===== src/rtl/pid_pkg.sv =====
// Shared constants and sample type for the PID controller terms.
package pid_pkg;

    localparam int E_W    = 8;              // error sample width
    localparam int K_W    = 8;              // gain width (unsigned)
    localparam int FRAC   = 2;              // fraction bits of the gain
    localparam int OUT_W  = 8;              // contribution width
    localparam int DIFF_W = E_W + 1;        // e - e_prev never overflows this
    localparam int PROD_W = DIFF_W + K_W;   // full-precision diff * gain

    typedef logic signed [E_W-1:0] sample_t;

endpackage


===== src/rtl/differentiator_if.sv =====
// Sample-in / contribution-out bundle of the derivative term.
//
// Handshake: e_valid is a one-cycle strobe qualified by ena; there is no
// back-pressure, every strobe seen on an edge with ena=1 is accepted.
// d_valid is a one-cycle strobe marking the cycle after d_contrib/d_sat
// were updated; d_contrib/d_sat hold between strobes.
interface differentiator_if;
    import pid_pkg::*;

    logic           ena;
    sample_t        e;
    logic           e_valid;
    logic [K_W-1:0] K_d;
    sample_t        d_contrib;
    logic           d_valid;
    logic           d_sat;

    modport master (
        output ena, e, e_valid, K_d,
        input  d_contrib, d_valid, d_sat
    );

    modport slave (
        input  ena, e, e_valid, K_d,
        output d_contrib, d_valid, d_sat
    );

endinterface


===== src/rtl/sat_clip.sv =====
// Signed saturation from IN_W to OUT_W bits with a clipped flag.
module sat_clip #(
    parameter int IN_W  = 17,
    parameter int OUT_W = 8
) (
    input  logic signed [IN_W-1:0]  din,
    output logic signed [OUT_W-1:0] dout,
    output logic                    clipped
);

    // Largest / smallest value representable in OUT_W, held at IN_W width.
    localparam logic signed [IN_W-1:0] MAX_V = IN_W'((64'sd1 <<< (OUT_W - 1)) - 64'sd1);
    localparam logic signed [IN_W-1:0] MIN_V = ~MAX_V;

    // Clamp out-of-range inputs, otherwise pass the low bits through.
    always_comb begin
        dout    = din[OUT_W-1:0];
        clipped = 1'b0;
        if (din > MAX_V) begin
            dout    = MAX_V[OUT_W-1:0];
            clipped = 1'b1;
        end else if (din < MIN_V) begin
            dout    = MIN_V[OUT_W-1:0];
            clipped = 1'b1;
        end
    end

endmodule


===== src/rtl/differentiator.sv =====
// Derivative term of the PID controller: two-stage pipeline.
//   S1: difference of successive samples, capture of the gain.
//   S2: scale by gain, drop fraction bits (floor), saturate, register.
// ena=0 freezes every register except d_valid, which is cleared so that a
// result is reported exactly once, on the first enabled edge after S1.
module differentiator
    import pid_pkg::*;
(
    input  logic             clk,
    input  logic             rst,
    differentiator_if.slave  bus
);

    logic                     primed;
    sample_t                  e_prev;
    logic signed [DIFF_W-1:0] diff;
    logic [K_W-1:0]           k_q;
    logic                     s1_v;

    logic signed [DIFF_W-1:0] e_ext;
    logic signed [DIFF_W-1:0] prev_ext;
    logic signed [PROD_W-1:0] diff_x;
    logic signed [PROD_W-1:0] k_x;
    logic signed [PROD_W-1:0] prod;
    logic signed [PROD_W-1:0] shifted;

    sample_t                  clip_val;
    logic                     clip_flag;

    sample_t                  d_contrib_q;
    logic                     d_valid_q;
    logic                     d_sat_q;

    // One extra bit keeps e - e_prev exact over the full sample range.
    assign e_ext    = {bus.e[E_W-1], bus.e};
    assign prev_ext = {e_prev[E_W-1], e_prev};

    // Gain is unsigned, so it is zero-extended before the signed multiply.
    assign diff_x  = {{(PROD_W-DIFF_W){diff[DIFF_W-1]}}, diff};
    assign k_x     = {{(PROD_W-K_W){1'b0}}, k_q};
    assign prod    = diff_x * k_x;
    assign shifted = prod >>> FRAC;

    sat_clip #(
        .IN_W  (PROD_W),
        .OUT_W (OUT_W)
    ) u_sat (
        .din     (shifted),
        .dout    (clip_val),
        .clipped (clip_flag)
    );

    // S1: take the difference against the previous sample; the first sample
    // after reset has no predecessor and yields a zero difference.
    always_ff @(posedge clk or posedge rst) begin
        if (rst) begin
            primed <= 1'b0;
            e_prev <= '0;
            diff   <= '0;
            k_q    <= '0;
            s1_v   <= 1'b0;
        end else if (bus.ena) begin
            if (bus.e_valid) begin
                if (primed) begin
                    diff <= e_ext - prev_ext;
                end else begin
                    diff <= '0;
                end
                primed <= 1'b1;
                e_prev <= bus.e;
                k_q    <= bus.K_d;
                s1_v   <= 1'b1;
            end else begin
                s1_v   <= 1'b0;
            end
        end
    end

    // S2: register the saturated result; value and flag hold between updates.
    always_ff @(posedge clk or posedge rst) begin
        if (rst) begin
            d_contrib_q <= '0;
            d_sat_q     <= 1'b0;
            d_valid_q   <= 1'b0;
        end else begin
            d_valid_q <= bus.ena & s1_v;
            if (bus.ena && s1_v) begin
                d_contrib_q <= clip_val;
                d_sat_q     <= clip_flag;
            end
        end
    end

    assign bus.d_contrib = d_contrib_q;
    assign bus.d_valid   = d_valid_q;
    assign bus.d_sat     = d_sat_q;

endmodule


===== src/flat_wrapper.sv =====
// flat-port wrapper written by rule: the top's interface ports become plain ports
module differentiator_flat import pid_pkg::*;
  (clk, rst, bus_ena, bus_e, bus_e_valid, bus_K_d, bus_d_contrib, bus_d_valid, bus_d_sat);
  differentiator_if bus_i ();
  input  logic clk;
  input  logic rst;
  input wire logic [$bits(bus_i.ena)-1:0] bus_ena;
  input wire logic [$bits(bus_i.e)-1:0] bus_e;
  input wire logic [$bits(bus_i.e_valid)-1:0] bus_e_valid;
  input wire logic [$bits(bus_i.K_d)-1:0] bus_K_d;
  output wire logic [$bits(bus_i.d_contrib)-1:0] bus_d_contrib;
  output wire logic [$bits(bus_i.d_valid)-1:0] bus_d_valid;
  output wire logic [$bits(bus_i.d_sat)-1:0] bus_d_sat;
  assign bus_i.ena = bus_ena;
  assign bus_i.e = bus_e;
  assign bus_i.e_valid = bus_e_valid;
  assign bus_i.K_d = bus_K_d;
  assign bus_d_contrib = bus_i.d_contrib;
  assign bus_d_valid = bus_i.d_valid;
  assign bus_d_sat = bus_i.d_sat;
  differentiator u_core (.clk(clk), .rst(rst), .bus(bus_i));
endmodule

===== config.mk =====
export PLATFORM = sky130hd
export DESIGN_NAME = differentiator_flat
export DESIGN_NICKNAME = d
export VERILOG_FILES = /design/src/rtl/pid_pkg.sv /design/src/rtl/differentiator_if.sv /design/src/rtl/sat_clip.sv /design/src/rtl/differentiator.sv /design/src/flat_wrapper.sv
export SDC_FILE = /design/constraint.sdc
export NUM_CORES = 1
export LEC_CHECK = 0
export CORE_MARGIN = 5
export CORE_UTILIZATION = 61
export DETAILED_ROUTE_END_ITERATION = 6
export PLACE_DENSITY = 0.92
export SYNTH_ARGS = -nofsm -noshare
export SYNTH_HDL_FRONTEND = slang
export SYNTH_SLANG_ARGS = --single-unit

===== constraint.sdc =====
create_clock -name clk -period 6.6 [get_ports clk]
set_clock_uncertainty 0.1 [all_clocks]
set_input_delay 0.99 -clock clk [delete_from_list [all_inputs] [get_ports clk]]
set_output_delay 0.99 -clock clk [all_outputs]
set_load 0.02 [all_outputs]

* Word-level counts from Yosys, hierarchy flattened
Index checks and enable logic that the tools add are counted.
** Operators by class
- Equality and inequality tests :: 0
- Add/subtract/negate cells :: 1
- Shift operators :: 0
- Bitwise gates (word level) :: 1
- $lt $le $gt $ge :: 2
- Div/mod/pow operators :: 0
- Reductions and logical operators :: 2
- Multipliers :: 1
- Muxes and demuxes :: 6
** Operators with widths (count)
- $mul 9x9->17 :: 1
- $mux 8 :: 2
- $gt 15x8->1 const B :: 1
- $lt 15x8->1 const B :: 1
- $mux 9 :: 1
- $sub 8x8->9 :: 1
- $mux 1 :: 3
- $reduce_and 2->1 :: 1
- $and 1x1->1 :: 1
- $logic_and 1x1->1 :: 1
** Storage, ports and cells
- Memories :: 0
- Bits in read-only memories :: 0
- Input port bits :: 20
- Bits in registers :: 37
- Output and inout port bits :: 10
- Latch bits :: 0
- Bits in writable memories :: 0

* Depth between registers and ports, before layout
Gate-level depths: netlist of run 1.
- Word-level depth :: 4
- Gate-level depth with buffers :: 20
- Depth with buffers taken out :: 19

* By module
Synthesis of run 1 repeated with hierarchy kept, for this count alone.
** Unflattened totals
- Cell total of the unflattened synthesis :: 516
- Area total of the unflattened synthesis :: 4758.3 sq um
** Modules (own cells, without submodules)
- differentiator :: area each 4515.6 sq um, instances 1, sequential area each 925.9 sq um, cells an instance 488
- sat_clip :: area each 242.7 sq um, instances 1, sequential area each 0.0 sq um, cells an instance 28

* Least setup slack after synthesis of run 1
No wires, ideal clock.
- Path type :: register to register
- Start :: reg u_core.k_q[0]
- End :: reg u_core.d_contrib_q[4] (netlist: u_core.bus.d_contrib[4])
- Data required time :: 6427 ps
- Buffers on the path :: 1
- Clock period less this slack :: 5100 ps
- Path slack :: 1500 ps
- Arrival :: 4927 ps
- Stages on the path, launching flop included :: 19
- Path through :: dfrtp_1 > clkbuf_1 > nand2_1 > fa_1 > inv_1 > fa_1 > inv_1 > fa_1 > inv_1 > fa_1 > ha_1 > and3_2 > a22o_4 > o31ai_2 > o211ai_1 > xnor2_1 > o41ai_4 > nand3_2 > a21oi_2
** On the way
- Longest elaborated chain between the ends :: 4
** RTL lines
- start, declared :: line differentiator.sv:17 : logic [K_W-1:0] k_q;
- start signal, assigned :: line differentiator.sv:71 : k_q <= bus.K_d;
- $mul 9x9->17 * :: line differentiator.sv:41 : assign prod = diff_x * k_x;
- $lt 15x8->1 :: line sat_clip.sv:22 : end else if (din < MIN_V) begin
- $mux 8 :: line sat_clip.sv:22
- $mux 8 * :: line sat_clip.sv:19 : if (din > MAX_V) begin
- end signal, assigned :: line differentiator.sv:88 : d_contrib_q <= clip_val;
- end, declared :: line differentiator.sv:30 : sample_t d_contrib_q;
Mark *: on every way between the ends. The rest lies on a longest branch, timed or not.
A chain may end at the register's enable or synchronous reset.

* Worst setup path after layout of run 1
- Start :: reg u_core.k_q[0]
- End :: reg u_core.d_contrib_q[6] (netlist: u_core.bus.d_contrib[6])
Same word-level chain as after synthesis.

==> results of run 1 <==
[layout make-up]
cell class | count | area [sq um] | share of cell area [%]
well taps | 99 | 124 | 2.51
multi-input cells | 327 | 3100 | 62.7
clock inverters | 3 | 21.3 | 0.430
inverters | 108 | 405 | 8.20
flip-flops and latches | 37 | 926 | 18.7
clock buffers | 5 | 68.8 | 1.39
repair buffers | 30 | 298 | 6.03
[final timing paths]
path                                         startpoint                 endpoint  slack [ns]  cells past startpoint
worst min register to register  u_core.bus.d_contrib[7]  u_core.bus.d_contrib[7]        0.39                      2
worst max-delay path                      u_core.k_q[0]  u_core.bus.d_contrib[6]        1.23                     17
worst max register to register            u_core.k_q[0]  u_core.bus.d_contrib[6]        1.23                     17
worst min-delay path            u_core.bus.d_contrib[7]  u_core.bus.d_contrib[7]        0.39                      2
min in group asynchronous                           rst  u_core.bus.d_contrib[1]        1.00                      3
max in group asynchronous                           rst            u_core.k_q[7]        5.06                      3
[Yosys cell counts, drive strengths merged, types with 2 or more instances]
library cell	n
o31ai	4
xnor2	12
nand2	70
xnor3	2
mux2	15
nor3	2
a21o	5
or3	2
nand2b	4
nor2	19
a21oi	14
dfrtp	37
o21a	3
clkbuf	16
nand4	2
fa	59
inv	108
nand3	6
nor4	3
and2	32
o21ai	12
ha	40
and3	2
o211ai	2
a21boi	3
nor2b	3
o41ai	2
[routing by layer]
metal / vias up / track usage (%) / share of wire [%]
li1: 1546 / - / -
met1: 1626 / 26.5 / 40
met2: 70 / 39.4 / 54
met3: 12 / 3.75 / 4.6
met4: 0 / 3.91 / 1.1
met5: - / 0 / 0
[sequential cells by signal (all words and copies together) (netlist names)]
register and cells:
u_core.bus.d_sat 1, u_core.e_prev 8, u_core.s1_v 1, u_core.diff 9, u_core.bus.d_contrib 8, u_core.primed 1
u_core.k_q 8, u_core.bus.d_valid 1
[worst min-delay path, stage by stage (launching register included)]
cell and delay [ns]:
dfrtp_1 0.35, nand2_1 0.05, nand2_1 0.05
[metrics by stage]
| stage | std cells | worst slack [ns] | cell area (sq um) | hold slack, ns | util, % |
|---|---|---|---|---|---|
| 2_1_floorplan | 488 | 1.50 | 4490 | 0.354 | - |
| 3_3_place_gp | 601 | 1.43 | 4850 | 0.361 | 67.3 |
| 3_5_place_dp | 601 | 1.26 | 4850 | 0.381 | 67.3 |
| 4_1_cts | 609 | 1.23 | 4940 | 0.399 | 68.5 |
| 5_1_grt | 609 | 0.886 | 4940 | 0.434 | 68.5 |
| 6_report | 609 | 1.23 | 4940 | 0.388 | 68.5 |
[cells by family (layout without fill, tap and decap cells)]
kind of cell    after synthesis  count (layout)  share of synthesized area, %
simple gates                147             147                          15.6
buf+inv                     124             146                          10.4
flops                        37              37                          20.6
mux                          15              15                          3.76
compound gates               51              51                          8.64
fa+ha+maj                    99              99                          37.4
xor+xnor                     15              15                          3.54
==> impl_metrics.env, run 1 <==
export IMPL_post_cts_resized=0
export IMPL_nFillCells=555
export IMPL_drc_errors=0
export IMPL_grt_max_degree=38
export IMPL_layout_common_cells="inv_1 (107), nand2_1 (70), fa_1 (59)"
export IMPL_max_stage_delay_ns=0.58
export IMPL_portBuffers=29
export IMPL_h_tree_depth=2
export IMPL_synthCells=488
export IMPL_ys_flop_type="dfrtp_1"
export IMPL_via_per_inst=5.34
export IMPL_grt_setup_unrepaired="no"
export IMPL_die_w_um=95.8
export IMPL_place_congestion=0.849
export IMPL_post_cts_repair_setup_buffers=0
export IMPL_yosysWarnings=0
export IMPL_clkSlewWorstSetupHoldPaths_ns=0.08
export IMPL_status="finished clean"
export IMPL_start_util_pct=62.2
export IMPL_synthArstFlopShare_pct=100
export IMPL_drt_wl_total_mm=8.75
export IMPL_syn_num_nets=607
export IMPL_tightest_slew_ns=1.04
export IMPL_ioPinCount=30
export IMPL_yosys_area_top_type_share_pct=26.3
export IMPL_numCtsBuffers=5
export IMPL_synth_cell_area_sq_um=4490
export IMPL_dr_pass1_iters=4
export IMPL_period_needed_ns=5.37
export IMPL_hold_viol=0
export IMPL_worstSkewPairLatency_ns=0.30
export IMPL_relSlewSlack_pct=30.4
export IMPL_synth_edff_count=0
export IMPL_setup_viol=0
export IMPL_post_drt_wl_per_cell_um=14.4
export IMPL_hold_path_class="flop to flop"
export IMPL_cts_hold_buf=0
export IMPL_seq_area_frac_synth_pct=20.6
export IMPL_core_area_sq_um=7210
export IMPL_start_kind="flop"
export IMPL_synth_cell_types=45
export IMPL_critPathCaptureType="flop"
export IMPL_final_period_utilization_pct=81.4
export IMPL_die_h_um=95.8
export IMPL_final_common_cell="inv_1"
export IMPL_syn_to_final_growth_pct=10.1
export IMPL_cts_buffer_depth=2
export IMPL_cp_top_family="adder cells"
export IMPL_grt_pass1_vias=3548
export IMPL_yosysTopAreaCell="fa_1"
export IMPL_drive_above_1_share_pct=7.06
export IMPL_fin_nets=628
export IMPL_antenna_found_initial=0
export IMPL_worstSetupPathType="flop to flop"
export IMPL_vias=3254
export IMPL_clock_fmax_mhz=186
export IMPL_worst_path_buf_inv=3
export IMPL_drv_slew=0
export IMPL_cp_cell_sequence="nand2_1 -> fa_1 -> inv_1 -> fa_1 -> inv_1 -> fa_1 -> inv_1 -> fa_1 -> ha_1 -> and3_2 -> a22o_4 -> o31ai_2 -> o211ai_1 -> xnor2_1 -> o41ai_4 -> nand2_1 -> a21oi_1"
export IMPL_overflow=0
export IMPL_crit_top_cell="fa_1"
export IMPL_fin_tns_setup_ns=0
export IMPL_postRouteAntennaNets=0
export IMPL_grt_first_pass_wirelength_mm=15.7
export IMPL_cp_slowest_cell="fa_1"
export IMPL_clkSinkCount=37
export IMPL_hpwl_mm=7.40
export IMPL_synthTopCellsByArea="fa_1 (26%), dfrtp_1 (21%), ha_1 (11%)"
export IMPL_grtUsageTotal_pct=21.4
export IMPL_syn_avg_cell_area_sq_um=9.20
export IMPL_ys_ff_latch=37
export IMPL_antennaDiodeCount=0
export IMPL_cts_root_buf="clkbuf_8"
export IMPL_drt_iter0_drc=121
export IMPL_arrival_ns=5.49
export IMPL_fp_dieArea_sq_um=9180
export IMPL_worstPathRequired_ns=6.71
export IMPL_rows=31
export IMPL_cts_tree="yes"
export IMPL_path_max_fanout=9
export IMPL_maxCapViolCount=0
Power of run 1 is left out: the tool's default activity adds up to more than one toggle a clock period on the data nets, which glitch-free logic cannot reach.
==> run 2, diff against run 1 <==
clock period = 5 ns   (was 6.6 ns; I/O delays follow)
==> run 2 against run 1 <==
  * The flow now finishes with violations (negative setup slack)
  * Critical path depth increased by 2
  * Count of clock-buffer cells in the layout increased by 1
  * Cell count increased by 5.9%
  * Die area unchanged
  * Non-clock buffer count increased by 36
  * Sequential cell count unchanged
  * Largest cell class unchanged
==> impl_metrics.env, run 2 (synthesis gave the netlist of run 1 again) <==
export IMPL_post_drt_wl_per_cell_um=17.8
export IMPL_reg2reg_from="u_core.diff[7]"
export IMPL_fp_dieArea_sq_um=9180
export IMPL_core_area_sq_um=7210
export IMPL_drt_wl_total_mm=11.5
export IMPL_vias=3597
export IMPL_dp_slack_ns=-0.126
export IMPL_start_kind="flop"
export IMPL_hpwl_mm=7.44
export IMPL_dr_pass1_iters=4
export IMPL_instances_no_fill=645
export IMPL_violations="negative setup slack"
export IMPL_relSlewSlack_pct=27.6
export IMPL_grt_max_degree=38
export IMPL_numCtsBuffers=5
export IMPL_portBuffers=29
export IMPL_via_per_inst=5.58
export IMPL_layout_common_cells="inv_1 (98), nand2_1 (60), fa_1 (56)"
export IMPL_cts_root_buf="clkbuf_8"
export IMPL_dp_cells=615
export IMPL_hold_path_class="flop to flop"
export IMPL_grtUsageTotal_pct=23.3
export IMPL_worstHoldStart="u_core.bus.d_contrib[7]"
export IMPL_clock_fmax_mhz=197
export IMPL_cts_buffer_depth=2
export IMPL_period_needed_ns=5.07
export IMPL_syn_to_final_growth_pct=23.5
export IMPL_whs_endpoint="u_core.bus.d_contrib[7]"
export IMPL_drc_errors=0
export IMPL_maxCapViolCount=0
export IMPL_r2r_end="u_core.bus.d_contrib[4]"
export IMPL_setup_slack_ns=-0.0674
export IMPL_critPathCaptureType="flop"
export IMPL_grt_pass1_vias=3714
export IMPL_overflow=0
export IMPL_status="finished with violations"
export IMPL_worstSkewPairLatency_ns=0.29
export IMPL_drt_iter0_drc=174
export IMPL_whs_path_depth=2
export IMPL_fin_tns_setup_ns=-0.334
export IMPL_worstSetupPathType="flop to flop"
export IMPL_worstPathRequired_ns=5.13
export IMPL_fin_nets=664
export IMPL_grt_setup_unrepaired="yes"
export IMPL_clkSlewWorstSetupHoldPaths_ns=0.08
export IMPL_ioPinCount=30
export IMPL_cts_hold_buf=0
export IMPL_h_tree_depth=2
export IMPL_max_flop_register="u_core.diff"
export IMPL_reg2reg_slack_ns=-0.07
export IMPL_largest_reg_flops=9
export IMPL_postRouteAntennaNets=0
export IMPL_final_common_cell="inv_1"
export IMPL_setup_viol=8
export IMPL_antennaDiodeCount=0
export IMPL_tightest_slew_ns=1.08
export IMPL_antenna_found_initial=0
export IMPL_arrival_ns=5.20
export IMPL_cts_tree="yes"
export IMPL_hold_viol=0
export IMPL_clkSinkCount=37
export IMPL_final_period_utilization_pct=101
export IMPL_die_h_um=95.8
export IMPL_path_max_fanout=8
export IMPL_die_w_um=95.8
export IMPL_start_util_pct=62.2
export IMPL_place_congestion=0.910
export IMPL_rows=31
export IMPL_reg2reg_depth=19
export IMPL_drv_slew=0
export IMPL_drive_above_1_share_pct=23.4
export IMPL_grt_first_pass_wirelength_mm=16.6
==> run 2: cell count changes in the layout (fill, tap and decap cells not counted), moves of 9 or more <==
cell / delta
dfrtp_1: -9
inv_1: -9
inv_2: +9
nand2_1: -10
buf_4: +27
dfrtp_2: +9
ha_1: -9
==> run 2: worst max-delay path by stage <==
stage / from / endpoint / cells past startpoint
final: u_core.diff[7] / u_core.bus.d_contrib[4] / 19
after global routing: u_core.diff[7] / u_core.bus.d_contrib[4] / 19
after CTS: u_core.k_q[3] / u_core.bus.d_contrib[4] / 20
after detailed placement: u_core.k_q[5] / u_core.bus.d_contrib[6] / 18
after global placement: u_core.k_q[5] / u_core.bus.d_contrib[4] / 18
after floorplan: u_core.diff[8] / u_core.bus.d_contrib[4] / 18
==> run 2: per-stage QoR <==
step           hold slack, ns  area [sq um]  utilization, %
2_1_floorplan           0.354          4500               -
3_3_place_gp            0.359          4960            68.8
3_5_place_dp            0.365          4960            68.8
4_1_cts                 0.384          5290            73.3
5_1_grt                 0.426          5540            76.8
6_report                0.381          5540            76.8
==> run 2: worst max-delay path, stage by stage, from the launching register on <==
cell      delay, ns
dfrtp_2        0.42
buf_6          0.12
nand2_4        0.05
fa_1           0.55
inv_1          0.06
fa_1           0.49
inv_2          0.04
fa_1           0.55
inv_2          0.05
fa_1           0.55
ha_4           0.22
and3_4         0.15
a22o_4         0.25
o31ai_4        0.23
o211ai_1       0.19
xnor2_2        0.20
o41ai_4        0.38
buf_6          0.18
nand3_2        0.09
a21oi_2        0.13
==> run 2: per-layer routing <==
layer | wire length, um | GRT usage (%)
met1 | 4430 | 26.9
met2 | 6130 | 43.6
met3 | 507 | 4.30
met4 | 427 | 6.87
met5 | 0 | 0
==> run 2: cell type report <==
cell class	count	area, sq um
Clock buffer	6	72.6
Clock inverter	2	38.8
Fill cell	445	1670
Inverter	108	405
Multi-Input combinational cell	327	3360
Sequential cell	37	937
Tap cell	99	124
Timing Repair Buffer	66	611
==> run 2: repair_timing <==
action	CTS	global route
resized for setup	24	50
buffers inserted	14	8
pin swaps	24	32
hold endpoints to repair	0	0
endpoints found under the setup margin	8	8
Power of run 2 is left out for the same reason.
